`src/rtl/uart_receiver_if.sv`:
```
// Character hand-off between the UART receiver (master) and its consumer (slave).
interface uart_receiver_if;
    logic [7:0] dataOut;
    logic       dataValid;
    logic       dataRead;
    logic       parityError;
    logic       frameError;
    logic       overrun;

    modport master (
        output dataOut,
        output dataValid,
        output parityError,
        output frameError,
        output overrun,
        input  dataRead
    );

    modport slave (
        input  dataOut,
        input  dataValid,
        input  parityError,
        input  frameError,
        input  overrun,
        output dataRead
    );
endinterface

```
`src/rtl/uart_receiver.sv`:
```
// UART receive stage: synchronises rx, samples each bit mid-period, checks parity/stop
// bits and holds one received character behind a valid/read handshake.
module uart_receiver #(
    parameter int CLOCK_DIVISOR_WIDTH = 24
) (
    input  logic                           clk,
    input  logic                           rst,
    input  logic                           rx,
    input  logic [1:0]                     dataBits,
    input  logic                           hasParity,
    input  logic [1:0]                     parityMode,
    input  logic                           extraStopBit,
    input  logic [CLOCK_DIVISOR_WIDTH-1:0] clockDivisor,
    output logic                           busy,
    uart_receiver_if.master                rx_if
);
    localparam int CW = CLOCK_DIVISOR_WIDTH;

    typedef enum logic [2:0] {
        S_IDLE   = 3'd0,
        S_START  = 3'd1,
        S_DATA   = 3'd2,
        S_PARITY = 3'd3,
        S_STOP   = 3'd4,
        S_STOP2  = 3'd5
    } state_t;

    function automatic logic expected_parity(input logic [1:0] mode, input logic [7:0] data);
        case (mode)
            2'b00:   return 1'b0;
            2'b11:   return 1'b1;
            2'b10:   return ^data;
            default: return ~(^data);
        endcase
    endfunction

    logic          r_rx_meta;
    logic          r_rxs;
    logic          r_rxs_prev;
    state_t        r_state;
    logic          r_armed;
    logic [CW-1:0] r_cnt;
    logic [CW-1:0] r_div;
    logic [2:0]    r_bit_cnt;
    logic [1:0]    r_data_bits;
    logic [1:0]    r_parity_mode;
    logic          r_has_parity;
    logic          r_extra_stop;
    logic [7:0]    r_shift;
    logic          r_par_err;
    logic          r_frm_err;
    logic [7:0]    r_data_out;
    logic          r_data_valid;
    logic          r_parity_error;
    logic          r_frame_error;
    logic          r_overrun;

    logic          w_start_edge;
    logic [CW-1:0] w_half_m1;
    logic          w_half_hit;
    logic          w_bit_hit;
    logic [2:0]    w_last_bit;
    logic          w_exp_parity;
    logic          w_frame_err_final;
    logic          w_complete;

    // Two-flop synchroniser plus one history flop for falling-edge detection.
    always_ff @(posedge clk) begin
        if (!rst) begin
            r_rx_meta  <= 1'b1;
            r_rxs      <= 1'b1;
            r_rxs_prev <= 1'b1;
        end else begin
            r_rx_meta  <= rx;
            r_rxs      <= r_rx_meta;
            r_rxs_prev <= r_rxs;
        end
    end

    // Sample-point decode and frame completion.
    always_comb begin
        w_start_edge      = r_armed && r_rxs_prev && !r_rxs;
        w_half_m1         = (r_div >> 1) - CW'(1'b1);
        w_half_hit        = (r_cnt == w_half_m1);
        w_bit_hit         = (r_cnt == r_div);
        w_last_bit        = {1'b0, r_data_bits} + 3'd4;
        w_exp_parity      = expected_parity(r_parity_mode, r_shift);
        w_frame_err_final = r_frm_err | ~r_rxs;
        if (w_bit_hit && ((r_state == S_STOP && !r_extra_stop) || r_state == S_STOP2)) begin
            w_complete = 1'b1;
        end else begin
            w_complete = 1'b0;
        end
    end

    // Receive FSM and single-entry holding register.
    always_ff @(posedge clk) begin
        if (!rst) begin
            r_state        <= S_IDLE;
            r_armed        <= 1'b0;
            r_cnt          <= '0;
            r_div          <= '0;
            r_bit_cnt      <= 3'd0;
            r_data_bits    <= 2'd0;
            r_parity_mode  <= 2'd0;
            r_has_parity   <= 1'b0;
            r_extra_stop   <= 1'b0;
            r_shift        <= 8'd0;
            r_par_err      <= 1'b0;
            r_frm_err      <= 1'b0;
            r_data_out     <= 8'd0;
            r_data_valid   <= 1'b0;
            r_parity_error <= 1'b0;
            r_frame_error  <= 1'b0;
            r_overrun      <= 1'b0;
        end else begin
            case (r_state)
                S_IDLE: begin
                    if (w_start_edge) begin
                        r_state       <= S_START;
                        r_armed       <= 1'b0;
                        r_cnt         <= '0;
                        r_bit_cnt     <= 3'd0;
                        r_div         <= clockDivisor;
                        r_data_bits   <= dataBits;
                        r_parity_mode <= parityMode;
                        r_has_parity  <= hasParity;
                        r_extra_stop  <= extraStopBit;
                        r_shift       <= 8'd0;
                        r_par_err     <= 1'b0;
                        r_frm_err     <= 1'b0;
                    end else begin
                        r_armed <= r_armed | r_rxs;
                    end
                end
                S_START: begin
                    if (w_half_hit) begin
                        r_cnt <= '0;
                        if (r_rxs) begin
                            r_state <= S_IDLE;
                            r_armed <= 1'b1;
                        end else begin
                            r_state <= S_DATA;
                        end
                    end else begin
                        r_cnt <= r_cnt + CW'(1'b1);
                    end
                end
                S_DATA: begin
                    if (w_bit_hit) begin
                        r_cnt              <= '0;
                        r_shift[r_bit_cnt] <= r_rxs;
                        if (r_bit_cnt == w_last_bit) begin
                            r_state <= r_has_parity ? S_PARITY : S_STOP;
                        end else begin
                            r_bit_cnt <= r_bit_cnt + 3'd1;
                        end
                    end else begin
                        r_cnt <= r_cnt + CW'(1'b1);
                    end
                end
                S_PARITY: begin
                    if (w_bit_hit) begin
                        r_cnt     <= '0;
                        r_par_err <= (r_rxs != w_exp_parity);
                        r_state   <= S_STOP;
                    end else begin
                        r_cnt <= r_cnt + CW'(1'b1);
                    end
                end
                S_STOP: begin
                    if (w_bit_hit) begin
                        r_cnt     <= '0;
                        r_frm_err <= w_frame_err_final;
                        if (r_extra_stop) begin
                            r_state <= S_STOP2;
                        end else begin
                            r_state <= S_IDLE;
                            r_armed <= r_rxs;
                        end
                    end else begin
                        r_cnt <= r_cnt + CW'(1'b1);
                    end
                end
                S_STOP2: begin
                    if (w_bit_hit) begin
                        r_cnt   <= '0;
                        r_state <= S_IDLE;
                        r_armed <= r_rxs;
                    end else begin
                        r_cnt <= r_cnt + CW'(1'b1);
                    end
                end
                default: begin
                    r_state <= S_IDLE;
                    r_armed <= 1'b0;
                end
            endcase

            // A same-cycle read consumes the old character, so no overrun is flagged.
            if (w_complete) begin
                r_data_out     <= r_shift;
                r_parity_error <= r_par_err;
                r_frame_error  <= w_frame_err_final;
                r_data_valid   <= 1'b1;
                r_overrun      <= r_data_valid && !rx_if.dataRead;
            end else if (rx_if.dataRead && r_data_valid) begin
                r_data_valid <= 1'b0;
                r_overrun    <= 1'b0;
            end else begin
                r_data_valid <= r_data_valid;
                r_overrun    <= r_overrun;
            end
        end
    end

    assign busy              = (r_state != S_IDLE);
    assign rx_if.dataOut     = r_data_out;
    assign rx_if.dataValid   = r_data_valid;
    assign rx_if.parityError = r_parity_error;
    assign rx_if.frameError  = r_frame_error;
    assign rx_if.overrun     = r_overrun;
endmodule

```
`src/flat_wrapper.sv`:
```
// flat-port wrapper written by rule: the top's interface ports become plain ports
module uart_receiver_flat 
#(
    parameter int CLOCK_DIVISOR_WIDTH = 24
)
  (clk, rst, rx, dataBits, hasParity, parityMode, extraStopBit, clockDivisor, busy, rx_if_dataOut, rx_if_dataValid, rx_if_parityError, rx_if_frameError, rx_if_overrun, rx_if_dataRead);
  uart_receiver_if rx_if_i ();
  input  logic clk;
  input  logic rst;
  input  logic rx;
  input  logic [1:0] dataBits;
  input  logic hasParity;
  input  logic [1:0] parityMode;
  input  logic extraStopBit;
  input  logic [CLOCK_DIVISOR_WIDTH-1:0] clockDivisor;
  output logic busy;
  output wire logic [$bits(rx_if_i.dataOut)-1:0] rx_if_dataOut;
  output wire logic [$bits(rx_if_i.dataValid)-1:0] rx_if_dataValid;
  output wire logic [$bits(rx_if_i.parityError)-1:0] rx_if_parityError;
  output wire logic [$bits(rx_if_i.frameError)-1:0] rx_if_frameError;
  output wire logic [$bits(rx_if_i.overrun)-1:0] rx_if_overrun;
  input wire logic [$bits(rx_if_i.dataRead)-1:0] rx_if_dataRead;
  assign rx_if_dataOut = rx_if_i.dataOut;
  assign rx_if_dataValid = rx_if_i.dataValid;
  assign rx_if_parityError = rx_if_i.parityError;
  assign rx_if_frameError = rx_if_i.frameError;
  assign rx_if_overrun = rx_if_i.overrun;
  assign rx_if_i.dataRead = rx_if_dataRead;
  uart_receiver #(.CLOCK_DIVISOR_WIDTH(CLOCK_DIVISOR_WIDTH)) u_core (.clk(clk), .rst(rst), .rx(rx), .dataBits(dataBits), .hasParity(hasParity), .parityMode(parityMode), .extraStopBit(extraStopBit), .clockDivisor(clockDivisor), .busy(busy), .rx_if(rx_if_i));
endmodule
```
`config.mk`:
```
export PLATFORM = sky130hd
export DESIGN_NAME = uart_receiver_flat
export DESIGN_NICKNAME = d
export VERILOG_FILES = /design/src/rtl/uart_receiver_if.sv /design/src/rtl/uart_receiver.sv /design/src/flat_wrapper.sv
export SDC_FILE = /design/constraint.sdc
export NUM_CORES = 1
export LEC_CHECK = 0
export CAP_MARGIN = 20
export CORE_ASPECT_RATIO = 0.7
export CORE_MARGIN = 3
export CORE_UTILIZATION = 60
export CTS_BUF_LIST = sky130_fd_sc_hd__clkbuf_2
export DETAILED_ROUTE_END_ITERATION = 10
export PLACE_DENSITY_LB_ADDON = 0.12
export SKIP_LAST_GASP = 1
export SLEW_MARGIN = 20
export SYNTH_ARGS = -nofsm -noshare
export SYNTH_HDL_FRONTEND = slang
export SYNTH_SLANG_ARGS = --single-unit
export TNS_END_PERCENT = 50
```
`constraint.sdc`:
```
create_clock -name clk -period 5.8 [get_ports clk]
set_input_delay 1.74 -clock clk [delete_from_list [all_inputs] [get_ports clk]]
set_output_delay 1.74 -clock clk [all_outputs]
set_load 0.03 [all_outputs]
```
==> results.md, run 1 <==
- Critical path arrival: 2190 ps
- Row count: 27
- Max Transition Viols Final: 0
- Synth Cell Area: 5070 sq um
- Synth top area share: 0.340
- Clock sinks: 86
- Top_reg_cell synth: dfxtp_1
- DIE HEIGHT: 82.9 um
- First-pass GRT wire length: 21.4 mm
- Top-count cell post-synth: nand2_1
- Peak VDD IR: 0.000194 V
- Port-buffer cells: 46
- Share of layout cells above drive strength 1: 0.0653
- Routed WL per cell: 16.1 um
- Clock-pin slew on the worst setup and hold paths: 220 ps
- Postcts setup bufs: 0
- Clk_lat worst skew: 580 ps
- Num ports: 47
- CP max FO: 15
- Layout Skew: 13.8 ps
- Switching part of the total power: 0.345
- NetSw: 0.000417 W
- RSZ-0062 raised after global routing: false
- Worst hold path type: reg -> reg
- N_diodes: 0
- Final non-filler cell total: 790
- Area grow syn2layout: 9.35%
- Number of synthesized flops with an enable pin: 0
- Post-Route WL: 12.8 mm
- Pwr/cell area: 218 nW/um^2
- Crit path time final: 3930 ps
- Remaining DRCs: 0
- TritonRoute pass-1 iters: 6
- CP Class: reg -> out
- Via/cell ratio: 5.89
- Syn_area_per_cell: 7.42 sq um
- Final Power: 0.00121 W
- Post-synth ARST share: 0
- Crit start category: flip-flop
- Max Cap Viol: 0
- Core box area: 8040 sq um
- Max transition margin: 0.252
- Syn Nets: 720
- Yosys warns: 0
- Library cells used by synthesis: 57
- Setup TNS: 0 ps
- Setup slack after layout: 1870 ps
- Synth area leaders: dfxtp_1 34%, nand2_1 11%, xor2_1 6.4%
- Clk root buf: clkbuf_2
- CTS-repair resized insts: 0
- RePlAce Congestion: 0.939
- Data required, critical path: 4060 ps
- Die width: 116 um
- Starting density of the core: 0.631
- Antenna violations before repair: 0
- Clock buffer depth: 2
- Overflow after GRT: 0
- CTS Hold Bufs: 0
- Placed cell count: 774
- Post-DRT Antenna Nets: 0
- Final setup viols: 0
- Seq pwr share: 0.528
- Seq/Total Area, Yosys: 0.340
- Fmax: 255 MHz
- Iter 0 DRT Violations: 479
- Num CTS Buffers: 9
- Crit end category: output port
- Outcome: finished clean
- Post-synth top cells: 144 x nand2_1, 86 x dfxtp_1, 50 x clkbuf_1
- Hold Vio Cnt, Final: 0
- Die area: 9610 sq um
- Gr usage total: 0.275
- Worst slew pin tran: 1110 ps
- Synthesized instance count: 683
- Post-synth top area cell: dfxtp_1
- Pin count of the biggest net entering global routing: 50
- H-tree levels: 3
- CTS tree: built
- Post-DP HPWL: 9.19 mm
- Clock power frac: 0.221
- LEAKAGE: 2.18 nW
- Hold_ws: 435 ps
- Final nets: 721
- Power Internal: 0.000792 W
- Final period utilization: 0.677
- Flops & latches, synth: 86
- Routed via count: 4654
- Number of global-route vias before repair: 4282
- Post-place setup slack: 1960 ps
- Combinational power share: 0.251
power by group through the flow:
stage	combinational (W)	clock, W	sequential, W
finish	0.000303	0.000268	0.000638
global route	0.000332	0.000305	0.000642
CTS	0.000300	0.000277	0.000637
detailed placement	0.000298	0	0.000649
global placement	0.000290	0	0.000648
floorplan	0.000233	0	0.000627
path summary, 6_finish.rpt:
path / endpoint / start / cells past startpoint / slack [ps]
worst max-delay path: busy / u_core.r_state[1] / 3 / 1870
worst min-delay path: u_core.r_rxs / u_core.r_rx_meta / 1 / 440
worst max register to register: u_core.r_cnt[22] / u_core.r_div[1] / 10 / 1930
worst min register to register: u_core.r_rxs / u_core.r_rx_meta / 1 / 440
cells by family after synthesis:
| family | synth area share |
|---|---|
| buffers and inverters | 0.0592 |
| AOI/OAI and AO/OA | 0.149 |
| adders and majority gates | 0.00740 |
| DFF | 0.340 |
| xor gates and xnor gates | 0.117 |
| muxes | 0.0237 |
| and+or+nand+nor | 0.303 |
routing by layer:
metal / up-vias / GRT usage / share of wire
met5: - / 0 / 0
li1: 2327 / - / -
met1: 2153 / 0.425 / 0.50
met3: 18 / 0.0736 / 0.076
met2: 156 / 0.378 / 0.41
met4: 0 / 0.0622 / 0.0096
worst max-delay path: stages, from the launching register on:
cell and delay (ps):
dfxtp_1 700, nor3_1 130, inv_1 110, clkdlybuf4s50_1 680
cell type report:
class	instances	area (sq um)
multi-input combinational	523	3060
clock buffer	10	50.0
clock inverter	6	37.5
inverter	11	41.3
tap	101	126
sequential	86	1720
timing repair buffer	53	513
fill	698	2490
flip-flops by register name, indices dropped and copies added (netlist names):
register and cells:
u_core.r_armed 1, u_core.r_bit_cnt 3, u_core.r_cnt 24, u_core.r_data_bits 2
u_core.r_div 24, u_core.r_extra_stop 1, u_core.r_frm_err 1, u_core.r_has_parity 1
u_core.r_par_err 1, u_core.r_parity_mode 2, u_core.r_rx_meta 1, u_core.r_rxs 1
u_core.r_rxs_prev 1, u_core.r_shift 8, u_core.r_state 3, u_core.rx_if.dataOut 8
u_core.rx_if.dataValid 1, u_core.rx_if.frameError 1, u_core.rx_if.overrun 1, u_core.rx_if.parityError 1
metrics by stage:
stage	cell area, sq um	util
3_5_place_dp	5460	0.679
2_1_floorplan	5070	-
3_3_place_gp	5460	0.679
5_1_grt	5550	0.690
6_report	5550	0.690
4_1_cts	5540	0.690
cell usage in the layout (no fill, tap or decap), types with 3 or more instances in the layout:
cell / Yosys / routed
nor2b_1: 10 / 10
o21ai_0: 17 / 17
or3_1: 3 / 3
nand2_1: 144 / 144
nor3_1: 21 / 21
nor4_1: 13 / 13
clkdlybuf4s50_1: 0 / 46
dfxtp_1: 86 / 86
and2_1: 8 / 7
clkbuf_2: 1 / 10
and3_1: 3 / 3
buf_4: 3 / 7
or4_4: 3 / 3
xor2_1: 37 / 37
mux2i_1: 12 / 12
ha_1: 3 / 3
o31ai_1: 3 / 3
xnor2_1: 31 / 31
a31oi_1: 7 / 7
nand3_1: 23 / 23
or2_2: 7 / 7
nand2b_1: 12 / 12
nand4_1: 6 / 6
nor2_1: 45 / 45
o211ai_1: 9 / 9
inv_1: 11 / 11
nand3b_1: 5 / 5
o22ai_1: 15 / 15
or4_1: 5 / 5
nor3b_1: 5 / 5
a22oi_1: 3 / 3
a21oi_1: 45 / 45
No activity file was read; power rests on OpenSTA's default activity.
==> run 2: changes to the inputs <==
Settings changed: CORE_UTILIZATION 60 to 54.
Clock period 5.8 ns to 3.2 ns, I/O delays scaled along.
==> run 2 against run 1 <==
  * The flow now finishes with violations (setup timing)
  * Die area is 10% higher
  * Final cell count is 8.2% higher
  * Design area is 8.6% higher
  * Sequential share of layout area is 2.3 points lower
  * Clock power is 88% higher
  * Non-clock buffer count is 46 higher
  * Critical path type is now reg -> reg
==> results.md, run 2 (same netlist as run 1, synthesis figures left out) <==
- Post-DRT Antenna Nets: 0 (unchanged)
- Gr usage total: 0.268 (-0.00649)
- Die width: 122 um (+5.1%)
- Clk_lat worst skew: 570 ps (about the same)
- Number of global-route vias before repair: 4517 (+5.5%)
- Final setup viols: 24 (+24)
- Peak VDD IR: 0.000218 V (+12%)
- Crit path time final: 3290 ps
- Worst setup endpoint: u_core.r_cnt[14]
- Fill cells: 755 (+8.2%)
- Outcome: complete, but fails checks
- Worst hold path type: reg -> reg
- CP Class: reg -> reg
- Crit end category: flip-flop
- Clock sinks: 86 (unchanged)
- Via/cell ratio: 5.73 (-2.7%)
- Share of layout cells above drive strength 1: 0.135 (+0.0694)
- Crit Reg-Reg Endpoint: u_core.r_cnt[14]
- Port-buffer cells: 46 (unchanged)
- FF-to-FF Start: u_core.r_div[1]
- Clock-pin slew on the worst setup and hold paths: 240 ps (+20 ps)
- CTS Hold Bufs: 0 (unchanged)
- Final period utilization: 1.03
- Crit start category: flip-flop
- Post-DP HPWL: 10.3 mm (+12%)
- Layout Skew: 18.3 ps (+4.45 ps)
- Overflow after GRT: 0 (unchanged)
- Setup TNS: -872 ps (-872 ps)
- Post-Route WL: 13.9 mm (+9.2%)
- Area grow syn2layout: 18.7%
- Pwr/cell area: 391 nW/um^2 (+79%)
- Biggest regs: u_core.r_cnt x24, u_core.r_div x24
- First-pass GRT wire length: 22.6 mm (+5.7%)
- Area of placed instances: 5790 sq um (+6.0%)
- TritonRoute pass-1 iters: 5 (-1)
- Clock buffer depth: 2 (unchanged)
- Row count: 28 (+3.7%)
- Num CTS Buffers: 9 (unchanged)
- Routed via count: 4903 (+5.4%)
- Antenna violations before repair: 0 (unchanged)
- Pin count of the biggest net entering global routing: 33 (-34%)
- Routed WL per cell: 16.3 um (+0.92%)
- RePlAce Congestion: 0.910 (-3.1%)
- Launch point of the worst path: u_core.r_div[1]
- M1 wire length: 6.68 mm (+4.4%)
- CP max FO: 7 (-8)
- N_diodes: 0 (unchanged)
- Worst slew pin tran: 831 ps (-280 ps)
- RSZ-0062 raised after global routing: true
- Final nets: 767 (+6.4%)
- DIE HEIGHT: 87.1 um (+5.0%)
- Max Transition Viols Final: 0 (unchanged)
- Critical path arrival: 3800 ps (+1610 ps)
- Highest routing layer actually used: met4
- Num ports: 47 (unchanged)
- Max Cap Viol: 0 (unchanged)
- Metal2 WL: 5.96 mm (+13%)
- Max transition margin: 0.442 (+0.190)
- Commonest cells after routing, fill and taps aside: 144 x nand2_1, 83 x dfxtp_1, 49 x buf_4, 46 x clkdlybuf4s50_1, 45 x a21oi_1
- Commonest non-fill, non-tap cell in the layout: nand2_1
- Hold Vio Cnt, Final: 0 (unchanged)
- Failing checks: setup timing
- Routed wl met3: 1.12 mm (+16%)
- Die area: 10600 sq um (+10%)
- H-tree levels: 3 (unchanged)
- Remaining DRCs: 0 (unchanged)
- Setup slack after layout: -92.7 ps (-1960 ps)
- Core box area: 8790 sq um (+9.4%)
- Clk root buf: clkbuf_2
- Starting density of the core: 0.577 (-0.0540)
- Register-to-Register Path Depth: 12 (+2)
- LEAKAGE: 2.44 nW (+12%)
- CTS tree: built
- Iter 0 DRT Violations: 430 (-10%)
- Reg2Reg Setup Slack: -90 ps (-2020 ps)
- Data required, critical path: 3700 ps (-360 ps)
- Fmax: 304 MHz
- Final Cell Area: 6020 sq um (+8.6%)
-- run 2: worst min-delay path by stage --
stage                     slack (ps)                       to  cells past startpoint                     from
final                            470  u_core.rx_if.dataOut[0]                      2  u_core.rx_if.dataOut[0]
after global placement           390             u_core.r_rxs                      1         u_core.r_rx_meta
after global routing             490  u_core.rx_if.dataOut[3]                      2  u_core.rx_if.dataOut[3]
after detailed placement         430             u_core.r_rxs                      1         u_core.r_rx_meta
after CTS                        480  u_core.rx_if.dataOut[0]                      2  u_core.rx_if.dataOut[0]
after floorplan                  390             u_core.r_rxs                      1         u_core.r_rx_meta
-- run 2: critical path, cell delays in order (launching register included) --
cell,delay [ps]
dfxtp_2,370
buf_6,110
or4_4,550
or4_4,520
xor2_1,170
o211ai_1,180
a22oi_1,100
and4b_2,260
buf_6,130
a2111oi_4,440
nor2_1,80
buf_4,170
o211ai_1,160
-- run 2: power breakdown --
group	total (W)	leakage, nW	switching [W]	internal [W]
logic	0.000700	1.68	0.000379	0.000321
registers	0.00115	0.697	0.0000453	0.00110
clock network	0.000504	0.0621	0.000397	0.000107
total	0.00235	2.44	0.000822	0.00153
-- run 2: what timing repair did --
action / 4_1_cts / 5_1_grt
pin swaps: 10 / 22
buffers inserted: 3 / 4
hold endpoints to repair: 0 / 0
endpoints found under the setup margin: 25 / 28
gates resized for setup: 6 / 13
-- run 2: through the flow --
stage	std cells	total power [W]	utilization	hold slack, ps	worst slack (ps)
4_1_cts	851	0.00233	0.674	477	-62.9
3_5_place_dp	832	0.00181	0.658	430	-127
6_report	855	0.00235	0.685	472	-92.7
2_1_floorplan	683	0.00156	-	386	96.3
3_3_place_gp	832	0.00179	0.658	395	-65.2
5_1_grt	855	0.00247	0.685	494	-219
-- run 2: final cells by class --
type / count / area, sq um / area share
clock buffers: 9 / 45.0 / 0.00748
well taps: 120 / 150 / 0.0249
flip-flops and latches: 86 / 1730 / 0.287
clock inverters: 7 / 47.5 / 0.00790
repair buffers: 99 / 882 / 0.147
inverters: 11 / 41.3 / 0.00686
multi-input cells: 523 / 3130 / 0.519
-- run 2: routing by layer --
| metal | track usage | up-vias |
|---|---|---|
| met5 | 0 | - |
| li1 | - | 2415 |
| met3 | 0.0571 | 20 |
| met2 | 0.401 | 191 |
| met1 | 0.393 | 2277 |
| met4 | 0.0692 | 0 |
==> variant, RTL diff (config.mk and constraints of run 2) <==
The 6 states of `state_t` get a Gray code encoding in 3 bits.
--- a/src/rtl/uart_receiver.sv
+++ b/src/rtl/uart_receiver.sv
@@ -17,12 +17,12 @@
     localparam int CW = CLOCK_DIVISOR_WIDTH;
 
     typedef enum logic [2:0] {
-        S_IDLE   = 3'd0,
-        S_START  = 3'd1,
-        S_DATA   = 3'd2,
-        S_PARITY = 3'd3,
-        S_STOP   = 3'd4,
-        S_STOP2  = 3'd5
+        S_IDLE   = 3'b000,
+        S_START  = 3'b001,
+        S_DATA   = 3'b011,
+        S_PARITY = 3'b010,
+        S_STOP   = 3'b110,
+        S_STOP2  = 3'b111
     } state_t;
 
     function automatic logic expected_parity(input logic [1:0] mode, input logic [7:0] data);
Formal check against the unedited RTL: no difference found for any inputs over 10 cycles, from zero or initial values and one cycle with rst low; not proved beyond that.
==> variant against run 2 <==
- sequential cell count unchanged
- cell count up 6.8%
- wire length up 12%
- largest cell class unchanged
- final area up 8.5%
- synthesized area up 12%
- first-iteration DRC count up 48%
- setup slack better by 0.14 ns
Power is not compared: it rests on default switching activity, and its combinational part moved more than twofold at a synthesized area within 25%.
==> variant: results (changes against run 2) <==
** Global route
- The met2 demand-to-capacity share in global routing came to 0.367 (was 0.401).
- Met1 track demand over resource :: 0.392 (was 0.393)
- M3 GR Usage :: 0.0483 (was 0.0571)
- The global-route usage over all layers came to 0.259 (was 0.268).
- Wire length of the first global-routing pass :: 24900 µm (was 22600 µm)
- Pin count of the biggest net entering global routing :: 52 (was 33)
- Number of global-route vias before repair :: 5136 (was 4517)

** STA
- The maximum clock skew at final layout was 0.0366 ns (was 0.0183 ns).
- Actual transition at the worst max-transition pin :: 0.927 ns (was 0.831 ns)
- Post-route minimum period :: 3.15 ns (was 3.29 ns)
- The worst hold slack after final layout is 0.460 ns (was 0.472 ns).

** Placement
- Instance area at placement :: 6360 µm² (was 5790 µm²)
- The worst slack after detailed placement came to -0.0156 ns (was -0.127 ns).
- Post-detail-place hpwl :: 11300 µm (was 10300 µm)
- The number of placed instances, taps included was 895 (was 832).
- Placer Congestion :: 0.908 (was 0.910)

** Worst hold path
- The start point of the worst hold path is u_core.r_rx_meta (was u_core.rx_if.dataOut[0]).

** Status
- Outcome: finished clean (was finished, violations left).

** Route
- Number of DRC violations after detailed-routing iteration 0 :: 638 (was 430)
- The ratio of routed vias to standard cells came to 6.21 (was 5.73).
- The total length of routed met2 wires came to 6490 µm (was 5960 µm).
- The total length of routed met3 wires was 1410 µm (was 1120 µm).
- Length of routed wiring on met1 :: 7410 µm (was 6680 µm)
- Drt wl/cell :: 17.0 µm (was 16.3 µm)

** Yosys
- Leading cell types by count after synthesis: sky130_fd_sc_hd__nand2_1 (96), sky130_fd_sc_hd__dfxtp_1 (86), sky130_fd_sc_hd__nor2_1 (80) (was sky130_fd_sc_hd__nand2_1 (144), sky130_fd_sc_hd__dfxtp_1 (86), sky130_fd_sc_hd__clkbuf_1 (50)).
- The net count of the mapped netlist was 781 (was 720).
- Largest cells by area after synthesis :: sky130_fd_sc_hd__dfxtp_1 (30%), sky130_fd_sc_hd__xnor2_1 (7.4%), sky130_fd_sc_hd__nand2_1 (6.4%), sky130_fd_sc_hd__a21oi_1 (5.8%), sky130_fd_sc_hd__nor2_1 (5.3%) (was sky130_fd_sc_hd__dfxtp_1 (34%), sky130_fd_sc_hd__nand2_1 (11%), sky130_fd_sc_hd__xor2_1 (6.4%), sky130_fd_sc_hd__xnor2_1 (5.4%), sky130_fd_sc_hd__a21oi_1 (4.4%))
- The post-synthesis average cell area is 7.60 µm² (was 7.42 µm²).
- The post-synthesis sequential area ratio came to 0.304 (was 0.340).
- The distinct cell type count after synthesis came to 65 (was 57).

** Setup path
- The launching element of the worst setup path is u_core.r_div[17] (was u_core.r_div[1]).
- Worst-path fanout max :: 8 (was 7)
- Data arrival time of the critical path :: 3.61 ns (was 3.80 ns)

** Final layout
- NumNets Final :: 817 (was 767)
- The share of post-route cells with drive strength above 1 is 0.110 (was 0.135).
- The utilization of the core after routing is 0.657 (was 0.685).

** CTS
- The clock transition at the registers of the reported paths came to 0.26 ns (was 0.24 ns).
## variant: cell count changes in the layout (fill, tap and decap cells not counted), moves of 17 or more
cell / delta
sky130_fd_sc_hd__nand2_1: -48
sky130_fd_sc_hd__nor2_1: +34
sky130_fd_sc_hd__a32o_1: +22
sky130_fd_sc_hd__xor2_1: -21
sky130_fd_sc_hd__a21oi_1: +19
sky130_fd_sc_hd__xnor2_1: +17
## variant: worst max-delay path, delay by kind of cell, from the launching register on
kind	cells	cell delay (ns)
flops	1	0.37
simple gates	3	1.33
buf+inv	2	0.32
compound gates	5	1.06
## variant: cell families (layout without fill, tap and decap cells)
group / after synthesis / in the layout / share of synthesized area
buffers and inverters: 86 / 127 / 0.0624
xor gates and xnor gates: 64 / 64 / 0.0991
AOI/OAI and AO/OA: 184 / 184 / 0.230
muxes: 22 / 22 / 0.0389
adders and majority gates: 3 / 3 / 0.00664
DFF: 86 / 86 / 0.304
and+or+nand+nor: 299 / 299 / 0.258
## variant: final timing paths
check	end	cells past startpoint
max	u_core.r_cnt[10]	10
min	u_core.r_rxs	1
max reg2reg	u_core.r_cnt[10]	10
min reg2reg	u_core.r_rxs	1
## variant: area by class of cell
type                       count  area [µm²]
multi-input combinational    572        3620
fill                         896        3410
sequential                    86        1720
timing repair buffer          96         886
tap                          128         160
inverter                      15        56.3
clock buffer                  10        50.0
clock inverter                 6        38.8
## variant: repair_timing
action | CTS | global route
resized for setup | 4 | 9
pin swaps | 2 | 2
endpoints found under the setup margin | 6 | 15
setup buffers | 0 | 1
endpoints found under the hold margin | 0 | 0
gates cloned | 0 | 1
## variant: power groups by stage
stage	Clock [µW]	Combinational (µW)	Sequential (µW)
final	490	1470	1220
after global routing	541	1590	1230
after CTS	508	1430	1220
after floorplan	0	1030	1190
after global placement	0	1380	1230
after detailed placement	0	1430	1230
